`src/rtl/conv2d_tile_engine.sv`:
```
// conv2d_tile_engine: single-MAC 2-D convolution over one tile.
// A job snapshots its operands, streams OUT_DIM^2*KSIZE^2 multiply-accumulates
// through a 3-stage pipeline, and requantises each finished pixel
// (shift, optional ReLU, saturation) into the registered result tile.
module conv2d_tile_engine #(
  parameter  int DATA_W  = 8,
  parameter  int KSIZE   = 3,
  parameter  int OUT_DIM = 4,
  parameter  int ACC_W   = 24,
  parameter  int OUT_W   = 16,
  localparam int IN_DIM  = OUT_DIM + KSIZE - 1
) (
  input  logic              clk,
  input  logic              rst_n,
  input  logic              start,
  input  logic              signed_mode,
  input  logic              relu_en,
  input  logic [4:0]        shift,
  input  logic [DATA_W-1:0] input_tile [0:IN_DIM-1][0:IN_DIM-1],
  input  logic [DATA_W-1:0] kernel     [0:KSIZE-1][0:KSIZE-1],
  output logic [OUT_W-1:0]  c          [0:OUT_DIM-1][0:OUT_DIM-1],
  output logic              busy,
  output logic              done
);

  localparam int OW = (OUT_DIM > 1) ? $clog2(OUT_DIM) : 1;
  localparam int KW = (KSIZE > 1) ? $clog2(KSIZE) : 1;
  localparam int IW = (IN_DIM > 1) ? $clog2(IN_DIM) : 1;
  localparam int PW = 2 * DATA_W;

  // Clamp limits, one bit wider than the accumulator so unsigned sums compare correctly
  localparam logic signed [ACC_W:0] SMAX = {{(ACC_W-OUT_W+2){1'b0}}, {(OUT_W-1){1'b1}}};
  localparam logic signed [ACC_W:0] SMIN = {{(ACC_W-OUT_W+2){1'b1}}, {(OUT_W-1){1'b0}}};
  localparam logic signed [ACC_W:0] UMAX = {{(ACC_W-OUT_W+1){1'b0}}, {OUT_W{1'b1}}};

  typedef enum logic [1:0] {S_IDLE, S_RUN, S_DRAIN, S_DONE} state_t;

  state_t            state_q;
  logic              busy_q, done_q;
  logic [OW-1:0]     i_q, j_q;
  logic [KW-1:0]     m_q, n_q;

  logic [DATA_W-1:0] snap_tile_q   [0:IN_DIM-1][0:IN_DIM-1];
  logic [DATA_W-1:0] snap_kernel_q [0:KSIZE-1][0:KSIZE-1];
  logic              snap_signed_q, snap_relu_q;
  logic [4:0]        snap_shift_q;

  logic              s1_v_q, s1_first_q, s1_last_q;
  logic [DATA_W-1:0] s1_a_q, s1_b_q;
  logic [OW-1:0]     s1_i_q, s1_j_q;
  logic              s2_v_q, s2_first_q, s2_last_q;
  logic [PW-1:0]     prod_q;
  logic [OW-1:0]     s2_i_q, s2_j_q;
  logic              acc_v_q, acc_last_q;
  logic [ACC_W-1:0]  acc_q;
  logic [OW-1:0]     acc_i_q, acc_j_q;
  logic [OUT_W-1:0]  c_q [0:OUT_DIM-1][0:OUT_DIM-1];

  logic              n_max, m_max, j_max, i_max, accept;
  logic [IW-1:0]     row, col;
  logic [PW-1:0]     a_ext, b_ext, prod_d;
  logic [ACC_W-1:0]  prod_ext, acc_d;
  logic signed [ACC_W-1:0] shifted;
  logic signed [ACC_W:0]   wide;
  logic [OUT_W-1:0]  wb_d;

  assign n_max  = (n_q == KW'(KSIZE - 1));
  assign m_max  = (m_q == KW'(KSIZE - 1));
  assign j_max  = (j_q == OW'(OUT_DIM - 1));
  assign i_max  = (i_q == OW'(OUT_DIM - 1));
  assign accept = (state_q == S_IDLE) && start;
  assign row    = IW'(i_q) + IW'(m_q);
  assign col    = IW'(j_q) + IW'(n_q);

  // Job sequencing: handshake, raster-order issue counters, drain detection
  always_ff @(posedge clk or negedge rst_n) begin
    if (!rst_n) begin
      state_q <= S_IDLE;
      busy_q  <= 1'b0;
      done_q  <= 1'b0;
      i_q     <= '0;
      j_q     <= '0;
      m_q     <= '0;
      n_q     <= '0;
    end else begin
      done_q <= 1'b0;
      case (state_q)
        S_IDLE: begin
          if (start) begin
            state_q <= S_RUN;
            busy_q  <= 1'b1;
            i_q     <= '0;
            j_q     <= '0;
            m_q     <= '0;
            n_q     <= '0;
          end
        end
        S_RUN: begin
          n_q <= n_max ? '0 : n_q + 1'b1;
          if (n_max) begin
            m_q <= m_max ? '0 : m_q + 1'b1;
            if (m_max) begin
              j_q <= j_max ? '0 : j_q + 1'b1;
              if (j_max) i_q <= i_max ? '0 : i_q + 1'b1;
            end
          end
          if (n_max && m_max && j_max && i_max) state_q <= S_DRAIN;
        end
        S_DRAIN: begin
          // The final pixel's sum sits in the accumulator; its c write and done share the next edge
          if (acc_v_q && acc_last_q && acc_i_q == OW'(OUT_DIM - 1) && acc_j_q == OW'(OUT_DIM - 1)) begin
            state_q <= S_DONE;
            done_q  <= 1'b1;
          end
        end
        default: begin
          state_q <= S_IDLE;
          busy_q  <= 1'b0;
        end
      endcase
    end
  end

  // Multiply, accumulate and requantise; unsigned multiply of extended operands gives the right low bits in both modes
  always_comb begin
    a_ext    = snap_signed_q ? {{DATA_W{s1_a_q[DATA_W-1]}}, s1_a_q} : {{DATA_W{1'b0}}, s1_a_q};
    b_ext    = snap_signed_q ? {{DATA_W{s1_b_q[DATA_W-1]}}, s1_b_q} : {{DATA_W{1'b0}}, s1_b_q};
    prod_d   = a_ext * b_ext;
    prod_ext = snap_signed_q ? {{(ACC_W-PW){prod_q[PW-1]}}, prod_q} : {{(ACC_W-PW){1'b0}}, prod_q};
    acc_d    = s2_first_q ? prod_ext : acc_q + prod_ext;
    if (snap_signed_q) shifted = $signed(acc_q) >>> snap_shift_q;
    else               shifted = $signed(acc_q >> snap_shift_q);
    wide = snap_signed_q ? {shifted[ACC_W-1], shifted} : {1'b0, shifted};
    if (snap_signed_q && snap_relu_q && wide[ACC_W]) wide = '0;
    wb_d = wide[OUT_W-1:0];
    if (snap_signed_q) begin
      if (wide > SMAX)      wb_d = SMAX[OUT_W-1:0];
      else if (wide < SMIN) wb_d = SMIN[OUT_W-1:0];
    end else if (wide > UMAX) begin
      wb_d = UMAX[OUT_W-1:0];
    end
  end

  // Operand snapshot, MAC pipeline and result-tile writeback
  always_ff @(posedge clk or negedge rst_n) begin
    if (!rst_n) begin
      for (int r = 0; r < IN_DIM; r++)
        for (int s = 0; s < IN_DIM; s++) snap_tile_q[r][s] <= '0;
      for (int r = 0; r < KSIZE; r++)
        for (int s = 0; s < KSIZE; s++) snap_kernel_q[r][s] <= '0;
      for (int r = 0; r < OUT_DIM; r++)
        for (int s = 0; s < OUT_DIM; s++) c_q[r][s] <= '0;
      snap_signed_q <= 1'b0;
      snap_relu_q   <= 1'b0;
      snap_shift_q  <= '0;
      s1_v_q <= 1'b0; s1_first_q <= 1'b0; s1_last_q <= 1'b0;
      s1_a_q <= '0;   s1_b_q <= '0;       s1_i_q <= '0; s1_j_q <= '0;
      s2_v_q <= 1'b0; s2_first_q <= 1'b0; s2_last_q <= 1'b0;
      prod_q <= '0;   s2_i_q <= '0;       s2_j_q <= '0;
      acc_v_q <= 1'b0; acc_last_q <= 1'b0; acc_q <= '0;
      acc_i_q <= '0;   acc_j_q <= '0;
    end else begin
      if (accept) begin
        snap_tile_q   <= input_tile;
        snap_kernel_q <= kernel;
        snap_signed_q <= signed_mode;
        snap_relu_q   <= relu_en;
        snap_shift_q  <= shift;
      end
      s1_v_q     <= (state_q == S_RUN);
      s1_a_q     <= snap_tile_q[row][col];
      s1_b_q     <= snap_kernel_q[m_q][n_q];
      s1_first_q <= (m_q == '0) && (n_q == '0);
      s1_last_q  <= m_max && n_max;
      s1_i_q     <= i_q;
      s1_j_q     <= j_q;
      s2_v_q     <= s1_v_q;
      prod_q     <= prod_d;
      s2_first_q <= s1_first_q;
      s2_last_q  <= s1_last_q;
      s2_i_q     <= s1_i_q;
      s2_j_q     <= s1_j_q;
      acc_v_q    <= s2_v_q;
      if (s2_v_q) acc_q <= acc_d;
      acc_last_q <= s2_last_q;
      acc_i_q    <= s2_i_q;
      acc_j_q    <= s2_j_q;
      if (acc_v_q && acc_last_q) c_q[acc_i_q][acc_j_q] <= wb_d;
    end
  end

  for (genvar gi = 0; gi < OUT_DIM; gi++) begin : g_row
    for (genvar gj = 0; gj < OUT_DIM; gj++) begin : g_col
      assign c[gi][gj] = c_q[gi][gj];
    end
  end

  assign busy = busy_q;
  assign done = done_q;

endmodule

```
`config.mk`:
```
export PLATFORM = sky130hd
export DESIGN_NAME = conv2d_tile_engine
export DESIGN_NICKNAME = d
export VERILOG_FILES = /design/src/rtl/conv2d_tile_engine.sv
export SDC_FILE = /design/constraint.sdc
export NUM_CORES = 2
export LEC_CHECK = 0
export ABC_AREA = 1
export CAP_MARGIN = 5
export CORE_ASPECT_RATIO = 0.8
export CORE_MARGIN = 2
export CORE_UTILIZATION = 40
export CTS_CLUSTER_SIZE = 24
export DETAILED_ROUTE_END_ITERATION = 16
export PLACE_DENSITY = 0.6
export SETUP_SLACK_MARGIN = 0.2
export SLEW_MARGIN = 30
export SYNTH_ARGS = -nofsm -noshare
export SYNTH_HDL_FRONTEND = slang
export SYNTH_SLANG_ARGS = --single-unit
```
`constraint.sdc`:
```
create_clock -name clk -period 7.9 [get_ports clk]
set_input_delay 1.58 -clock clk [delete_from_list [all_inputs] [get_ports clk]]
set_output_delay 1.58 -clock clk [all_outputs]
set_load 0.05 [all_outputs]
```
==> run summary <==
## GRT
• maximum number of pins on one net before global-route repair: 226
• Overflow after GRT: 0
• Total GRT Usage: 27.2%
• number of antenna violations at the first check in global routing: 5
• number of global-route vias before repair: 32600
• wire length of the first global-routing pass: 202000 um

## STA
• highest attainable clock frequency: 173 MHz
• # setup viols final: 0
• minimum period implied by the final worst setup slack: 5.79 ns
• setup_tns: 0 ns
• final count of hold timing violations: 0
• setup repair after global routing missed its margin: no
• Worst Max-Slew Pin Slew: 1.00 ns
• final worst-path cycle share: 73.3%
• maximum clock skew at final layout: 0.0257 ns
• worst slew margin relative to its limit: 33.3%
• max-slew violations: 0

## Finish
• share of post-route cells with drive strength above 1: 5.80%
• area of all placed cells without fillers: 47200 um^2
• post-layout net count: 5736
• Filler cells: 8978
• fraction of the core area covered by cells at the end of the flow: 50.9%
• Area growth, synth to finish: 26.5%

## Synthesis
• largest area contributor in the synthesized netlist: sky130_fd_sc_hd__dfrtp_1
• flip-flop and latch count after synthesis: 711
• count of mapped cells out of synthesis: 4718
• number of enable flip-flop cells after synthesis: 0
• most instantiated flip-flop cell in the synthesis netlist: sky130_fd_sc_hd__dfrtp_1
• Mean Syn Cell Area: 7.91 um^2
• sequential fraction of the synthesis area: 47.7%
• most area-consuming cells after synthesis: sky130_fd_sc_hd__dfrtp_1 48%, sky130_fd_sc_hd__nand2_1 21%, sky130_fd_sc_hd__nand3_1 5.1%, sky130_fd_sc_hd__fa_1 3.8%, sky130_fd_sc_hd__inv_1 2.8%
• post-synthesis net count: 5241
• Synth Cell Area: 37300 um^2
• portion of synthesized cell area occupied by the leading cell type: 47.7%
• post-synthesis async set-or-reset flop share: 100%
• total number of yosys warnings: 0
• post-synthesis cell type count: 50

## Die
• I/O pins: 628
• number of placement rows: 100
• Core Region: 92700 um^2
• Die X-Extent: 346 um
• effective utilization at floorplan: 40.3%
• die span in y: 277 um
• Die Area: 95800 um^2

## Clock tree
• clk sinks: 711
• H-tree depth reported by CTS: 3
• number of buffers inserted to repair setup after CTS: 0
• clk root buf: sky130_fd_sc_hd__clkbuf_16
• clock tree from TritonCTS: built
• buffer levels on the longest clock path: 3
• Resize count post-CTS: 0
• source-to-sink clock delay at the later pin of the worst-skew pair: 0.65 ns
• number of hold buffers added after CTS: 0
• TritonCTS buffer count: 79
• Clk pin slew, worst setup/hold paths: 0.06 ns

## Min path
• Worst Hold Launch: s1_j_q[0]
• number of cells traversed by the worst hold path: 0
• worst hold-check path type: register to register
• worst min-delay path endpoint: s2_j_q[0]

## Route
• Met3 Wirelength: 8330 um
• Pre-antenna DRT Iters: 6
• vias: 33800
• sum of met2 wire segment lengths after detailed routing: 59500 um
• Total Routed Length: 132000 um
• Iter 0 DRT Violations: 3330
• vias per inst: 5.20
• DRC: 0
• routed wirelength normalized by instance count: 20.4 um
• Post-DRT Antenna Nets: 0
• wire length the detailed router placed on met1: 60300 um
• topmost layer with routed signal wires: met5

## Setup path
• kind of start point of the critical path: register
• startpoint of the most critical setup path: snap_signed_q
• R2R Path End: prod_q[15]
• worst reg2reg path depth: 21
• classification of the worst setup path: register to register
• worst reg2reg startpoint: snap_signed_q
• endpoint required time on the critical path: 8.45 ns
• biggest fanout along the worst timing path: 28
• arrival time reported for the critical path endpoint: 6.34 ns
• R2R setup slack: 2.11 ns
• capturing element type of the critical path: register

## Place
• HPWL after DPL: 93800 um
• quantity of I/O buffers inserted on ports: 627
• Placement Cell Area: 44400 um^2
• RD Place Congestion: 0.924

## Outcome
• outcome: complete, no violations

## Power and ir drop
• standby leakage power: 0.0240 uW
• worst-case vdd ir drop: 0.287 mV
• power density over cell area: 442 nW/um^2

## Job
• max-cap violations: 0

## logic make-up after synthesis
logic type	Yosys count	share of synthesized area, %
xor gates and xnor gates	42	0.985
adders and majority gates	153	6.56
and+or+nand+nor	2829	31.6
buffers and inverters	557	6.31
AOI/OAI and AO/OA	426	6.93
DFF	711	47.7
## cells in the mapped netlist, types with 5 or more instances
| cell | count |
|---|---|
| sky130_fd_sc_hd__nor2_1 | 277 |
| sky130_fd_sc_hd__nand3_4 | 11 |
| sky130_fd_sc_hd__xor2_1 | 26 |
| sky130_fd_sc_hd__a32o_1 | 8 |
| sky130_fd_sc_hd__nand4_1 | 7 |
| sky130_fd_sc_hd__buf_2 | 31 |
| sky130_fd_sc_hd__clkbuf_1 | 195 |
| sky130_fd_sc_hd__a22oi_1 | 27 |
| sky130_fd_sc_hd__xnor2_1 | 16 |
| sky130_fd_sc_hd__inv_2 | 10 |
| sky130_fd_sc_hd__or2_2 | 8 |
| sky130_fd_sc_hd__nand3_2 | 74 |
| sky130_fd_sc_hd__o21ai_1 | 7 |
| sky130_fd_sc_hd__buf_1 | 12 |
| sky130_fd_sc_hd__nand3_1 | 377 |
| sky130_fd_sc_hd__buf_6 | 12 |
| sky130_fd_sc_hd__buf_4 | 6 |
| sky130_fd_sc_hd__nand2_1 | 2058 |
| sky130_fd_sc_hd__a31oi_1 | 12 |
| sky130_fd_sc_hd__nor3_1 | 7 |
| sky130_fd_sc_hd__buf_8 | 8 |
| sky130_fd_sc_hd__o211ai_1 | 7 |
| sky130_fd_sc_hd__o22ai_1 | 10 |
| sky130_fd_sc_hd__o21bai_1 | 5 |
| sky130_fd_sc_hd__o21ai_0 | 177 |
| sky130_fd_sc_hd__inv_1 | 277 |
| sky130_fd_sc_hd__o221ai_1 | 36 |
| sky130_fd_sc_hd__dfrtp_1 | 711 |
| sky130_fd_sc_hd__ha_1 | 82 |
| sky130_fd_sc_hd__fa_1 | 71 |
| sky130_fd_sc_hd__o311ai_0 | 25 |
| sky130_fd_sc_hd__a21oi_1 | 91 |
## cell usage in the layout, fill, tap and decap left out, types with 5 or more instances in the layout
cell,instances
sky130_fd_sc_hd__a31oi_1,12
sky130_fd_sc_hd__nand3_4,11
sky130_fd_sc_hd__o21bai_1,5
sky130_fd_sc_hd__clkdlybuf4s50_1,626
sky130_fd_sc_hd__o21ai_0,177
sky130_fd_sc_hd__a21oi_1,91
sky130_fd_sc_hd__ha_1,80
sky130_fd_sc_hd__nor3_1,6
sky130_fd_sc_hd__clkbuf_8,19
sky130_fd_sc_hd__buf_4,45
sky130_fd_sc_hd__dfrtp_1,709
sky130_fd_sc_hd__xnor2_1,16
sky130_fd_sc_hd__fa_1,70
sky130_fd_sc_hd__nor2_1,277
sky130_fd_sc_hd__o311ai_0,23
sky130_fd_sc_hd__or2_2,8
sky130_fd_sc_hd__o221ai_1,36
sky130_fd_sc_hd__clkbuf_1,13
sky130_fd_sc_hd__clkbuf_16,81
sky130_fd_sc_hd__o21ai_1,7
sky130_fd_sc_hd__a22oi_1,27
sky130_fd_sc_hd__inv_1,277
sky130_fd_sc_hd__nand4_1,7
sky130_fd_sc_hd__bufinv_16,8
sky130_fd_sc_hd__nand3_2,77
sky130_fd_sc_hd__clkinv_2,13
sky130_fd_sc_hd__buf_12,5
sky130_fd_sc_hd__nand3_1,374
sky130_fd_sc_hd__inv_2,9
sky130_fd_sc_hd__o211ai_1,7
sky130_fd_sc_hd__xor2_1,26
sky130_fd_sc_hd__a32o_1,8
sky130_fd_sc_hd__o22ai_1,10
sky130_fd_sc_hd__nand2_1,2056
## critical path: stages (launching register included)
cell	delay (ns)
sky130_fd_sc_hd__dfrtp_2	0.51
sky130_fd_sc_hd__inv_2	0.23
sky130_fd_sc_hd__buf_4	0.39
sky130_fd_sc_hd__nor2_1	0.19
sky130_fd_sc_hd__nor2_1	0.13
sky130_fd_sc_hd__a21oi_1	0.07
sky130_fd_sc_hd__ha_1	0.21
sky130_fd_sc_hd__inv_1	0.05
sky130_fd_sc_hd__nand2_1	0.08
sky130_fd_sc_hd__fa_1	0.54
sky130_fd_sc_hd__inv_1	0.05
sky130_fd_sc_hd__fa_1	0.47
sky130_fd_sc_hd__fa_1	0.54
sky130_fd_sc_hd__fa_1	0.54
sky130_fd_sc_hd__fa_1	0.56
sky130_fd_sc_hd__inv_1	0.04
sky130_fd_sc_hd__ha_1	0.34
sky130_fd_sc_hd__nand2_1	0.11
sky130_fd_sc_hd__o21bai_1	0.07
sky130_fd_sc_hd__a211oi_1	0.26
sky130_fd_sc_hd__xor2_1	0.20
sky130_fd_sc_hd__xnor2_1	0.13
## sequential cells by signal (all words and copies together), names as in the netlist, 5 cells and up
name and count:
s1_b_q 8, prod_q 16, snap_shift_q 5, snap_kernel_q 72, snap_tile_q 288, s1_a_q 8
c 256, acc_q 24
## cell type report
cell class / count / area, um^2 / share of cell area (%)
Antenna cell: 1 / 2.50 / 0.00530
Clock buffer: 113 / 2340 / 4.95
Clock inverter: 30 / 424 / 0.899
Inverter: 292 / 1110 / 2.35
Multi-Input combinational cell: 3450 / 17200 / 36.5
Sequential cell: 711 / 17800 / 37.7
Tap cell: 1224 / 1530 / 3.24
Timing Repair Buffer: 679 / 6770 / 14.4
## report_power, final
part           internal [uW]  switching (uW)  leakage (uW)  total (uW)
clock network           2330            1620       0.00137        3950
logic                   3690            7470        0.0134       11200
registers               4850             894       0.00922        5750
## worst max-delay path by stage
stage               slack, ns         end
CTS                      2.10  prod_q[15]
global route             1.66  prod_q[15]
detailed placement       2.11  prod_q[15]
floorplan                1.93  prod_q[15]
global placement         2.13  prod_q[15]
finish                   2.11  prod_q[15]
## per-layer routing
layer / GRT usage (%) / vias up
li1: - / 16000
met1: 38.9 / 16400
met2: 42.0 / 1203
met3: 4.41 / 214
met4: 8.94 / 4
met5: 0 / -
## through the flow
step	setup WS [ns]	total power, uW	std cells	hold slack (ns)
4_1_cts	2.10	20900	6497	0.348
3_3_place_gp	2.13	16800	6354	0.336
2_1_floorplan	1.93	13500	4718	0.331
5_1_grt	1.66	22600	6500	0.360
3_5_place_dp	2.11	16900	6354	0.336
6_report	2.11	20900	6500	0.344
Note: power is estimated with default switching activity, not from simulation.
